$ cat config.mk
export PLATFORM = sky130hd
export DESIGN_NAME = dab_wave_meter_flat
export DESIGN_NICKNAME = d
export VERILOG_FILES = /design/src/rtl/dab_wave_meter_if.sv /design/src/rtl/dab_wave_meter.sv /design/src/flat_wrapper.sv
export SDC_FILE = /design/constraint.sdc
export NUM_CORES = 1
export LEC_CHECK = 0
export ABC_AREA = 1
export ABC_CLOCK_PERIOD_IN_PS = 5510
export BUFFER_PORTS_ARGS = -buffer_cell sky130_fd_sc_hd__buf_2
export CORE_AREA = 2 2 180 182
export CTS_BUF_LIST = sky130_fd_sc_hd__clkbuf_4 sky130_fd_sc_hd__clkbuf_8
export DETAILED_ROUTE_END_ITERATION = 10
export DIE_AREA = 0 0 182 184
export HOLD_SLACK_MARGIN = 0.15
export PLACE_DENSITY = 0.53
export SYNTH_ARGS = -nofsm -noshare
export SYNTH_HDL_FRONTEND = slang
export SYNTH_SLANG_ARGS = --single-unit
$ cat constraint.sdc
create_clock -name clk -period 5.51 [get_ports clk]
set_input_delay 1.102 -clock clk [delete_from_list [all_inputs] [get_ports clk]]
set_output_delay 1.102 -clock clk [all_outputs]
set_load 0.02 [all_outputs]
$ cat src/rtl/dab_wave_meter_if.sv
// dab_wave_meter_if: stimulus/enable inputs and measurement results of the DAB wave meter.
interface dab_wave_meter_if #(
    parameter int CNT_W = 19
);
    logic                    CE;
    logic [1:0]              V1;
    logic [1:0]              V2;
    logic                    err_clr;
    logic [CNT_W-1:0]        period_cnt;
    logic [CNT_W-1:0]        tau1_cnt;
    logic [CNT_W-1:0]        tau2_cnt;
    logic signed [CNT_W-1:0] phi_cnt;
    logic                    meas_valid;
    logic [2:0]              err;
    logic                    sym_err;
    modport master (
        output CE, V1, V2, err_clr,
        input  period_cnt, tau1_cnt, tau2_cnt, phi_cnt, meas_valid, err, sym_err
    );
    modport slave (
        input  CE, V1, V2, err_clr,
        output period_cnt, tau1_cnt, tau2_cnt, phi_cnt, meas_valid, err, sym_err
    );
endinterface

$ cat src/rtl/dab_wave_meter.sv
// dab_wave_meter: recovers period, V1/V2 +1 widths and V2-to-V1 phase from 3-level bridge voltages.
// Define SYM_CHECK_EN to measure the V1 -1 width and flag +/- asymmetry on sym_err.
module dab_wave_meter #(
    parameter int CNT_W   = 19,
    parameter int TIMEOUT = 200000
) (
    input logic             clk,
    input logic             rst,
    dab_wave_meter_if.slave bus
);
    typedef enum logic [1:0] {IDLE, MEAS, CALC} state_t;
    localparam logic [1:0]       POS = 2'b01;
    localparam logic [1:0]       NEG = 2'b11;
    localparam logic [1:0]       BAD = 2'b10;
    localparam logic [CNT_W-1:0] ONE = CNT_W'(1);
    localparam logic [CNT_W-1:0] TMO = CNT_W'(TIMEOUT);

    state_t           state_q, state_d;
    logic [1:0]       v1_q, v1p_q, v2_q, v2p_q;
    logic [CNT_W-1:0] cnt_q, cnt_d, cnt2_q, tau2_raw_q;
    logic [CNT_W-1:0] tau1_raw_q, tau1_raw_d, d_raw_q, d_raw_d, d_last_q, d_last_d;
    logic [CNT_W-1:0] period_raw_q, period_raw_d;
    logic [CNT_W-1:0] period_q, period_d, tau1_q, tau1_d, tau2_q, tau2_d, phi_q, phi_d;
    logic             v2_seen_q, v2_seen_d, seen_last_q, seen_last_d, mv_q;
    logic [2:0]       err_q, err_d, err_set;
    logic             r1, f1, r2, f2, run;

    assign r1  = v1_q == POS && v1p_q != POS;
    assign f1  = v1p_q == POS && v1_q != POS;
    assign r2  = v2_q == POS && v2p_q != POS;
    assign f2  = v2p_q == POS && v2_q != POS;
    assign run = state_q != IDLE;

    // A V1 rise closes the period: snapshot the phase capture so a V2 rise on the same
    // cycle can belong to the new period without corrupting the result being published.
    always_comb begin
        state_d      = state_q;
        cnt_d        = run ? cnt_q + ONE : cnt_q;
        tau1_raw_d   = f1 && run ? cnt_q : tau1_raw_q;
        d_raw_d      = r2 && run ? cnt_q : d_raw_q;
        v2_seen_d    = v2_seen_q | (r2 && run);
        d_last_d     = d_last_q;
        seen_last_d  = seen_last_q;
        period_raw_d = period_raw_q;
        period_d     = period_q;
        tau1_d       = tau1_q;
        tau2_d       = tau2_q;
        phi_d        = phi_q;
        err_set      = {1'b0, v1_q == BAD || v2_q == BAD, 1'b0};
        if (r1) begin
            cnt_d        = ONE;
            d_raw_d      = '0;
            v2_seen_d    = r2;
            state_d      = run ? CALC : MEAS;
            period_raw_d = run ? cnt_q : period_raw_q;
            d_last_d     = run ? (r2 ? '0 : d_raw_q) : d_last_q;
            seen_last_d  = run ? v2_seen_q | r2 : seen_last_q;
        end else if (run && cnt_q == TMO) begin
            err_set[0] = 1'b1;
            state_d    = IDLE;
        end else if (state_q == CALC) begin
            state_d = MEAS;
        end
        if (state_q == CALC) begin
            period_d   = period_raw_q;
            tau1_d     = tau1_raw_q;
            tau2_d     = seen_last_q ? tau2_raw_q : tau2_q;
            phi_d      = !seen_last_q ? phi_q :
                         d_last_q <= (period_raw_q >> 1) ? d_last_q : d_last_q - period_raw_q;
            err_set[2] = !seen_last_q;
        end
        err_d = (bus.err_clr ? 3'b000 : err_q) | err_set;
    end

    always_ff @(posedge clk or negedge rst) begin
        if (!rst) begin
            state_q      <= IDLE;
            v1_q         <= '0;
            v1p_q        <= '0;
            v2_q         <= '0;
            v2p_q        <= '0;
            cnt_q        <= '0;
            cnt2_q       <= '0;
            tau2_raw_q   <= '0;
            tau1_raw_q   <= '0;
            d_raw_q      <= '0;
            d_last_q     <= '0;
            period_raw_q <= '0;
            period_q     <= '0;
            tau1_q       <= '0;
            tau2_q       <= '0;
            phi_q        <= '0;
            v2_seen_q    <= 1'b0;
            seen_last_q  <= 1'b0;
            mv_q         <= 1'b0;
            err_q        <= '0;
        end else if (bus.CE) begin
            state_q      <= state_d;
            v1_q         <= bus.V1;
            v1p_q        <= v1_q;
            v2_q         <= bus.V2;
            v2p_q        <= v2_q;
            cnt_q        <= cnt_d;
            cnt2_q       <= r2 ? ONE : cnt2_q + ONE;
            tau2_raw_q   <= f2 ? cnt2_q : tau2_raw_q;
            tau1_raw_q   <= tau1_raw_d;
            d_raw_q      <= d_raw_d;
            d_last_q     <= d_last_d;
            period_raw_q <= period_raw_d;
            period_q     <= period_d;
            tau1_q       <= tau1_d;
            tau2_q       <= tau2_d;
            phi_q        <= phi_d;
            v2_seen_q    <= v2_seen_d;
            seen_last_q  <= seen_last_d;
            mv_q         <= state_q == CALC;
            err_q        <= err_d;
        end
    end

`ifdef SYM_CHECK_EN
    logic [CNT_W-1:0] cnt3_q, neg_raw_q, sdiff;
    logic             sym_q;
    assign sdiff = neg_raw_q - tau1_raw_q;
    always_ff @(posedge clk or negedge rst) begin
        if (!rst) begin
            cnt3_q    <= '0;
            neg_raw_q <= '0;
            sym_q     <= 1'b0;
        end else if (bus.CE) begin
            cnt3_q    <= v1_q == NEG && v1p_q != NEG ? ONE : cnt3_q + ONE;
            neg_raw_q <= v1p_q == NEG && v1_q != NEG ? cnt3_q : neg_raw_q;
            sym_q     <= state_q == CALC ? !(sdiff == '0 || sdiff == ONE || &sdiff) : sym_q;
        end
    end
    assign bus.sym_err = sym_q;
`else
    assign bus.sym_err = 1'b0;
`endif

    assign bus.period_cnt = period_q;
    assign bus.tau1_cnt   = tau1_q;
    assign bus.tau2_cnt   = tau2_q;
    assign bus.phi_cnt    = phi_q;
    assign bus.meas_valid = mv_q;
    assign bus.err        = err_q;
endmodule

$ cat src/flat_wrapper.sv
// flat-port wrapper written by rule: the top's interface ports become plain ports
module dab_wave_meter_flat 
#(
    parameter int CNT_W   = 19,
    parameter int TIMEOUT = 200000
)
  (clk, rst, bus_CE, bus_V1, bus_V2, bus_err_clr, bus_period_cnt, bus_tau1_cnt, bus_tau2_cnt, bus_phi_cnt, bus_meas_valid, bus_err, bus_sym_err);
  dab_wave_meter_if #(.CNT_W(CNT_W)) bus_i ();
  input logic clk;
  input logic rst;
  input wire logic [$bits(bus_i.CE)-1:0] bus_CE;
  input wire logic [$bits(bus_i.V1)-1:0] bus_V1;
  input wire logic [$bits(bus_i.V2)-1:0] bus_V2;
  input wire logic [$bits(bus_i.err_clr)-1:0] bus_err_clr;
  output wire logic [$bits(bus_i.period_cnt)-1:0] bus_period_cnt;
  output wire logic [$bits(bus_i.tau1_cnt)-1:0] bus_tau1_cnt;
  output wire logic [$bits(bus_i.tau2_cnt)-1:0] bus_tau2_cnt;
  output wire logic [$bits(bus_i.phi_cnt)-1:0] bus_phi_cnt;
  output wire logic [$bits(bus_i.meas_valid)-1:0] bus_meas_valid;
  output wire logic [$bits(bus_i.err)-1:0] bus_err;
  output wire logic [$bits(bus_i.sym_err)-1:0] bus_sym_err;
  assign bus_i.CE = bus_CE;
  assign bus_i.V1 = bus_V1;
  assign bus_i.V2 = bus_V2;
  assign bus_i.err_clr = bus_err_clr;
  assign bus_period_cnt = bus_i.period_cnt;
  assign bus_tau1_cnt = bus_i.tau1_cnt;
  assign bus_tau2_cnt = bus_i.tau2_cnt;
  assign bus_phi_cnt = bus_i.phi_cnt;
  assign bus_meas_valid = bus_i.meas_valid;
  assign bus_err = bus_i.err;
  assign bus_sym_err = bus_i.sym_err;
  dab_wave_meter #(.CNT_W(CNT_W), .TIMEOUT(TIMEOUT)) u_core (.clk(clk), .rst(rst), .bus(bus_i));
endmodule
---- After elaboration in Yosys (flattened, before gate mapping) ----
Index checks and enable logic that the tools add are counted.
storage, ports and cells
  bits of input ports ..................... 8
  register bits ........................... 225
operators by class
  eq/ne operators ......................... 12
  order comparisons ....................... 1
  bitwise gates (word level) .............. 3
  add/subtract/negate cells ............... 3
  reduce and logical (&&, ||, !) cells .... 21
  multiplexer cells ....................... 16
operator list
  cell                                                                      number
  19-bit 2-to-1 mux                                                         7
  19-bit by 1-bit adder with 19-bit output (second input constant)          2
  19-bit by 18-bit equality test with 1-bit output (second input constant)  1
  19-bit by 18-bit <= comparator with 1-bit output                          1
  19-bit subtractor                                                         1
  2-bit AND reduction                                                       6
  2-bit by 1-bit equality test with 1-bit output (second input constant)    4
  2-bit 2-to-1 mux                                                          4
  2-bit by 1-bit != test with 1-bit output (second input constant)          4
  1-bit logical AND                                                         7
  2-bit equality test (second input constant)                               3
  3-bit AND reduction                                                       2
  2-bit nonzero test                                                        3
  1-bit 2-to-1 mux                                                          4
  3-bit 2-to-1 mux                                                          1
  3-bit OR                                                                  1
  3-bit nonzero test                                                        1
  1-bit OR                                                                  2
  1-bit zero test                                                           1
  1-bit logical OR                                                          1

---- Depth between registers and ports, before layout ----
Gate-level depths: netlist of the first run.
  depth after elaboration ................. 5
  depth in mapped cells ................... 16
  gate-level depth less buffers ........... 15

---- Least setup slack after synthesis of the first run ----
No wires, ideal clock.
  path kind ............................... input -> register
  start point ............................. input bus_CE
  end point ............................... register u_core.cnt2_q[17]
  slack ................................... 3349 ps
  cell stages on the path ................. 7
  data arrival time ....................... 2035 ps
  data required time ...................... 5384 ps
  cell sequence ........................... inv_2 nor3_2 nand3_1 nor2_2 nand3_1 nor3_1 nor3b_2
RTL lines
  element                 line                   text
  start: declaration      flat_wrapper.sv:11     input wire logic [$bits(bus_i.CE)-1:0] bus_CE;
  end signal: assignment  dab_wave_meter.sv:104  cnt2_q <= r2 ? ONE : cnt2_q + ONE;
  end: declaration        dab_wave_meter.sv:20   logic [CNT_W-1:0] cnt_q, cnt_d, cnt2_q, tau2_raw_q;

---- Worst setup path after layout of the first run ----
  start point ............................. input bus_CE
  end point ............................... register u_core.period_raw_q[9]
on the way
  word-level cells in the longest chain between the ends .. 1
ends and longest elaborated chain
  element                               line                   text
  3-bit AND reduction (no source line)  -
  end signal: assignment                dab_wave_meter.sv:109  period_raw_q <= period_raw_d;
  end: declaration                      dab_wave_meter.sv:22   logic [CNT_W-1:0] period_raw_q, period_raw_d;
Every way passes these cells.
A chain may end at the register's enable or synchronous reset.

==> metrics, run 1 <==
status=complete, no violations; r2r startpoint=u_core.v1_q[1]; I/O Buffers=87; core box area=about 31000 µm²; CTS H-tree depth=2; Via-to-Cell Ratio=around 4.8; async set-reset flop share out of synthesis=100%; layout cells sized above 1=between 10% and 20%; Final Util=roughly two fifths; GPL Wtd Cong=0.901; Pre-antenna DRT Iters=5; Clock Sinks=approximately 230; die area=33500 µm²; max_slew headroom=a little under a quarter; CTS root buffer=clkbuf_8; synth warn=0; CP Class=in -> reg; ranking of synthesized cells by area=dfrtp_1, nand2_1, o21ai_0; all-layer global routing usage=16.9%; Max Cap Viol=0; post-route cell area=about 13000 µm²; PwrDens=around 630 nW/µm²; placed cell count=~1700; Post-Syn Area per Cell=between 8 and 9 µm²; RSZ-0062 raised after global routing=no; vias in the first global route=8575; crit-path max FO=56; Detail Route Antenna Nets=0; Worst-Margin Slew=about 1100 ps; final cycle utilization of the critical path=a little over half; most frequent cells in the layout=nand2_1, dfrtp_1, o21ai_0, inv_1, buf_2; Chip Width=around 180 µm; DRT iter0 DRCs=between 400 and 500; FF-to-FF path depth=7; EDFF count, synth=0; Initial Util=approximately a third; Final Hold Viols=0; Leak=~0.0064 µW; final hold slack=around 460 ps; CP startpoint kind=input pin; n_diodes=0; Post-CTS Hold Buffers=0; Die Height=between 150 and 200 µm; clk buf depth=3; library cells used by synthesis=43; worst hold path type=reg -> reg; largest net degree at the start of global routing=110; Req. time, crit path=about 5900 ps; Fin Clk Skew=about 25 ps; commonest non-fill, non-tap cell in the layout=nand2_1; first-pass GRT wire length=~46 mm; cell taking the most area after synthesis=dfrtp_1; fin. max-slew vios=0; # setup viols final=0; antenna violations before repair=0; worst path arrival time=about 3300 ps; Placed Area=approximately 12000 µm²; Cell Area, Synth=roughly 11000 µm²; DR vias=between 8000 and 9000; drt wl/cell=~15 µm; synthesized netlist cell count=about 1300; Hold Path Cell Cnt=2; Final HPWL DP=between 20 and 25 mm; CTS resizes=0; Num CTS Buffers=between 40 and 50; most used flip-flop cell after synthesis=dfrtp_1; grt total ovfl=0; critical path endpoint category=flop; # rows=65; Worst-path clk slew=60 ps; Hold Path Origin=u_core.bus.tau2_cnt[7]; Nets=between 1000 and 1500; Post-CTS Setup Bufs=0; Crit. Startpoint=bus_CE; syn nets=approximately 1300; sequential share of the synthesized area=51.4%; crit path time final=about 2900 ps; I/O pin count=a little under 90; Seq cells post-synth=~230; Setup TNS Final=0 ps; CTS tree=built; Cell Count, Final, Fillers Out=~1800; area grow syn2layout=14.9%; Peak Freq=344 MHz; maximum vdd drop=0.227 mV; WL final=about 28 mm; DRC Markers=0; later-pin clock latency in the skew report=~530 ps; share of the synthesized area in the top cell type=~51%
-- final cells by class --
type / count / area [µm²]
clock buffer: 64 / 787
clock inverter: 7 / 65.1
fill: 3308 / 18800
inverter: 141 / 529
multi-input combinational: 876 / 4570
sequential: 225 / 5630
tap: 402 / 503
timing repair buffer: 95 / 505
-- path summary, 6_finish.rpt --
| check | to | slack, ps |
|---|---|---|
| setup / recovery | u_core.period_raw_q[9] | 2600 |
| hold / removal | u_core.bus.tau2_cnt[7] | 460 |
| setup reg to reg | u_core.period_raw_q[9] | 3000 |
| hold reg to reg | u_core.bus.tau2_cnt[7] | 460 |
| max in group asynchronous | u_core.bus.phi_cnt[12] | 3820 |
| min in group asynchronous | u_core.bus.tau1_cnt[7] | 590 |
-- critical path, cell delays in order --
cell and delay, ps:
buf_2 310, inv_2 240, nor2_1 250, inv_2 100, nor2_4 800, buf_4 360
o21ai_0 110
-- per-layer routing --
layer  GRT usage, %  part of all wire (%)  vias to the layer above
met1           23.4                    48                     4113
met5              0                     0                        -
met4           4.58                   2.0                        0
li1               -                     -                     4385
met2           27.4                    45                      169
met3           2.79                   4.2                       46
-- power by group --
part | internal [µW] | total [µW] | switching [µW]
Sequential | 2200 | 2570 | 370
Clock | 951 | 1630 | 679
Combinational | 1230 | 3680 | 2450
Total | 4380 | 7880 | 3500
-- logic make-up after synthesis --
group           count (synthesis)  share of synthesized area (%)
xor+xnor                       17                           1.36
fa+ha+maj                      40                           4.64
other cells                     1                         0.0342
flops                         225                           51.4
simple gates                  589                           23.7
mux                            20                           2.06
buf+inv                       189                           7.02
compound gates                209                           9.82
-- cells in the mapped netlist (2+ instances only) --
master,count
o21ai_1,27
inv_2,14
nand4_1,16
nor2_2,7
buf_4,6
o21a_1,3
xnor2_1,8
xor2_1,9
nor2_1,49
o21ai_0,134
buf_2,15
mux2_2,20
nand3b_1,8
ha_1,39
nor3_1,24
inv_1,126
nand2_4,3
nand2_2,6
a21o_1,2
nand3_1,85
a21oi_1,37
nor2_4,4
nand2_1,374
dfrtp_1,225
o31ai_1,3
nor3_2,3
nor3b_2,2
nand3_2,2
clkbuf_1,25
-- through the flow --
| step | worst slack, ps | power, µW |
|---|---|---|
| floorplan | 3350 | 5270 |
| global route | 2310 | 8570 |
| finish | 2600 | 7880 |
| detailed placement | 2010 | 6280 |
| CTS | 2600 | 7970 |
| global placement | 2100 | 6230 |
-- flip-flops by register name, indices dropped and copies added, names as in the netlist --
signal and flops:
u_core.bus.err 3, u_core.bus.meas_valid 1, u_core.bus.period_cnt 19, u_core.bus.phi_cnt 19, u_core.bus.tau1_cnt 19, u_core.bus.tau2_cnt 19
u_core.cnt2_q 19, u_core.cnt_q 19, u_core.d_last_q 19, u_core.d_raw_q 19, u_core.period_raw_q 19, u_core.seen_last_q 1
u_core.state_q 2, u_core.tau1_raw_q 19, u_core.tau2_raw_q 19, u_core.v1_q 2, u_core.v1p_q 2, u_core.v2_q 2
u_core.v2_seen_q 1, u_core.v2p_q 2
Note: power is estimated with default switching activity, not from simulation.
==> run 2, diff against run 1 <==
--- a/config.mk
+++ b/config.mk
@@ -6,7 +6,7 @@
 export NUM_CORES = 1
 export LEC_CHECK = 0
 export ABC_AREA = 1
-export ABC_CLOCK_PERIOD_IN_PS = 5510
+export ABC_CLOCK_PERIOD_IN_PS = 2700
 export BUFFER_PORTS_ARGS = -buffer_cell sky130_fd_sc_hd__buf_2
 export CORE_AREA = 2 2 180 182
 export CTS_BUF_LIST = sky130_fd_sc_hd__clkbuf_4 sky130_fd_sc_hd__clkbuf_8
==> constraint.sdc (replaced) <==
create_clock -name clk -period 2.7 [get_ports clk]
set_input_delay 0.54 -clock clk [delete_from_list [all_inputs] [get_ports clk]]
set_output_delay 0.54 -clock clk [all_outputs]
set_load 0.02 [all_outputs]
==> metrics, run 2 (synthesis gave the netlist of run 1 again) <==
Cell Count, Final, Fillers Out=1810 (unchanged); crit path time final=2190 ps; Worst-path clk slew=60 ps (about the same); all-layer global routing usage=17.3% (was 16.9%); WL final=28.1 mm (was 27.8 mm); status=complete, no violations (unchanged); Max Cap Viol=0 (unchanged); placed cell count=1744 (was 1739); Clock Power Share=19.3% (was 20.7%); fin. max-slew vios=0 (unchanged); Final Hold Viols=0 (unchanged); Req. time, crit path=3100 ps (was 5910 ps); layout cells sized above 1=16.3% (was 16.4%); DR vias=8689 (was 8713); most frequent cells in the layout=nand2_1, dfrtp_1, o21ai_0, inv_1, buf_2 (unchanged); DRC Markers=0 (unchanged); clk buf depth=3 (unchanged); I/O Buffers=87 (unchanged); CTS root buffer=clkbuf_8 (unchanged); maximum vdd drop=0.434 mV (was 0.227 mV); Pre-antenna DRT Iters=5 (unchanged); Tot Pwr=15900 µW (was 7880 µW); later-pin clock latency in the skew report=520 ps (was 530 ps); # rows=65 (unchanged); Clock Sinks=225 (unchanged); Int Pwr=8750 µW (was 4380 µW); Post-CTS Setup Bufs=0 (unchanged); CTS resizes=0 (unchanged); CTS tree=built (unchanged); drt wl/cell=15.5 µm (was 15.3 µm); area grow syn2layout=14.8% (was 14.9%); Final HPWL DP=20.3 mm (was 20.1 mm); Detail Route Antenna Nets=0 (unchanged); first-pass GRT wire length=46.9 mm (was 45.6 mm); Worst path most repeated cell=nand2_1 (was inv_2); Switch Pwr=7110 µW (was 3500 µW); crit-path max FO=20 (was 56); Crit-path slowest cell=dfrtp_1 (was nor2_4); critical path endpoint category=flop (unchanged); sequential power share=33.1% (was 32.6%); Peak Freq=about 460 MHz; delay-heaviest family, CP=simple AND/OR/NAND/NOR gates (unchanged); Worst-Margin Slew=647 ps (was 1140 ps); worst path arrival time=2590 ps (was 3310 ps); Fin Clk Skew=15.6 ps (was 24.7 ps); slowest cell delay on critical path=320 ps (was 800 ps); Die Height=184 µm (unchanged); Num CTS Buffers=40 (was 41); largest net degree at the start of global routing=77 (was 110); RSZ-0062 raised after global routing=no (unchanged); Setup TNS Final=0 ps (unchanged); Leak=0.00635 µW (was 0.00636 µW); worst path cell trace=inv_1 > ha_1 > nand2_1 > nor2_2 > nand2_1 > nor2_1 > nand2_1 > nand3_4 > nand2_4 > inv_2 > nand3_1 > nand2_1 > nand2_1 (was buf_2 > inv_2 > nor2_1 > inv_2 > nor2_4 > buf_4 > o21ai_0); share of total power in combinational logic=47.6% (was 46.8%); CP Buf/Inv Count=2 (was 4); # setup viols final=0 (unchanged); n_diodes=0 (unchanged); grt total ovfl=0 (unchanged); Sw Share=44.8% (was 44.4%); worst hold path type=in -> reg (was reg -> reg); I/O pin count=89 (unchanged); GPL Wtd Cong=0.863 (was 0.901); Initial Util=34.9% (unchanged); max_slew headroom=56.9% (was 23.8%); antenna violations before repair=0 (unchanged); CP startpoint kind=flop (was input pin); CP Class=reg -> reg (was in -> reg); die area=33500 µm² (unchanged); commonest non-fill, non-tap cell in the layout=nand2_1 (unchanged); vias in the first global route=8730 (was 8575); final cycle utilization of the critical path=between 80 and 90%; PwrDens=1260 nW/µm² (was 626 nW/µm²); Nets=1433 (was 1428); Chip Width=182 µm (unchanged); core box area=31400 µm² (unchanged); Via-to-Cell Ratio=4.80 (was 4.81); CTS H-tree depth=2 (unchanged); DRT iter0 DRCs=509 (was 496)
run 2: power groups by stage:
stage               logic (µW)  registers (µW)  clock network [µW]
finish                    7550            5250                3060
global route              8570            5390                3330
CTS                       7580            5260                3180
detailed placement        7540            5300                   0
global placement          7500            5280                   0
floorplan                 5150            5610                   0
run 2: per-layer routing:
layer	vias up	GRT usage (%)	part of all wire, %
met5	-	0	0
met4	0	4.48	1.8
met3	37	2.56	3.6
met2	160	27.5	45
met1	4112	24.8	49
li1	4380	-	-
run 2: area by class of cell:
cell class	instances	area, µm²
Clock buffer	61	739
Clock inverter	4	25.0
Fill cell	3179	18800
Inverter	141	529
Multi-Input combinational cell	876	4570
Sequential cell	225	5630
Tap cell	402	503
Timing Repair Buffer	101	591
run 2: timing repair:
action | in CTS | in global routing
endpoints found under the hold margin | 53 | 0
setup endpoints to repair | 0 | 0
hold buffers | 1 | 0
run 2: stage by stage:
step                hold slack [ps]  util [%]  cell area (µm²)  setup WS, ps
floorplan                       244         -            11000           831
global placement                452      37.6            11800           529
detailed placement              457      37.6            11800           518
CTS                             187      40.1            12600           482
global route                    212      40.1            12600           208
finish                          226      40.1            12600           514
run 2: worst register-to-register path, cell delays in order (launching register included):
cell     delay, ps
dfrtp_1        320
inv_1          100
ha_1           320
nand2_1         80
nor2_2         170
nand2_1         70
nor2_1          90
nand2_1         90
nand3_4        160
nand2_4        200
inv_2          230
nand3_1        120
nand2_1         80
nand2_1         50
run 2: path summary, 6_finish.rpt:
check / slack [ps] / endpoint / cells after the start / startpoint
setup / recovery: 510 / u_core.bus.phi_cnt[17] / 13 / u_core.period_raw_q[7]
hold / removal: 230 / u_core.v2_q[1] / 3 / bus_V2[1]
setup reg to reg: 510 / u_core.bus.phi_cnt[17] / 13 / u_core.period_raw_q[7]
hold reg to reg: 470 / u_core.bus.tau2_cnt[7] / 2 / u_core.bus.tau2_cnt[7]
max in group asynchronous: 1370 / u_core.bus.tau2_cnt[10] / 3 / rst
min in group asynchronous: 540 / u_core.tau1_raw_q[18] / 2 / rst
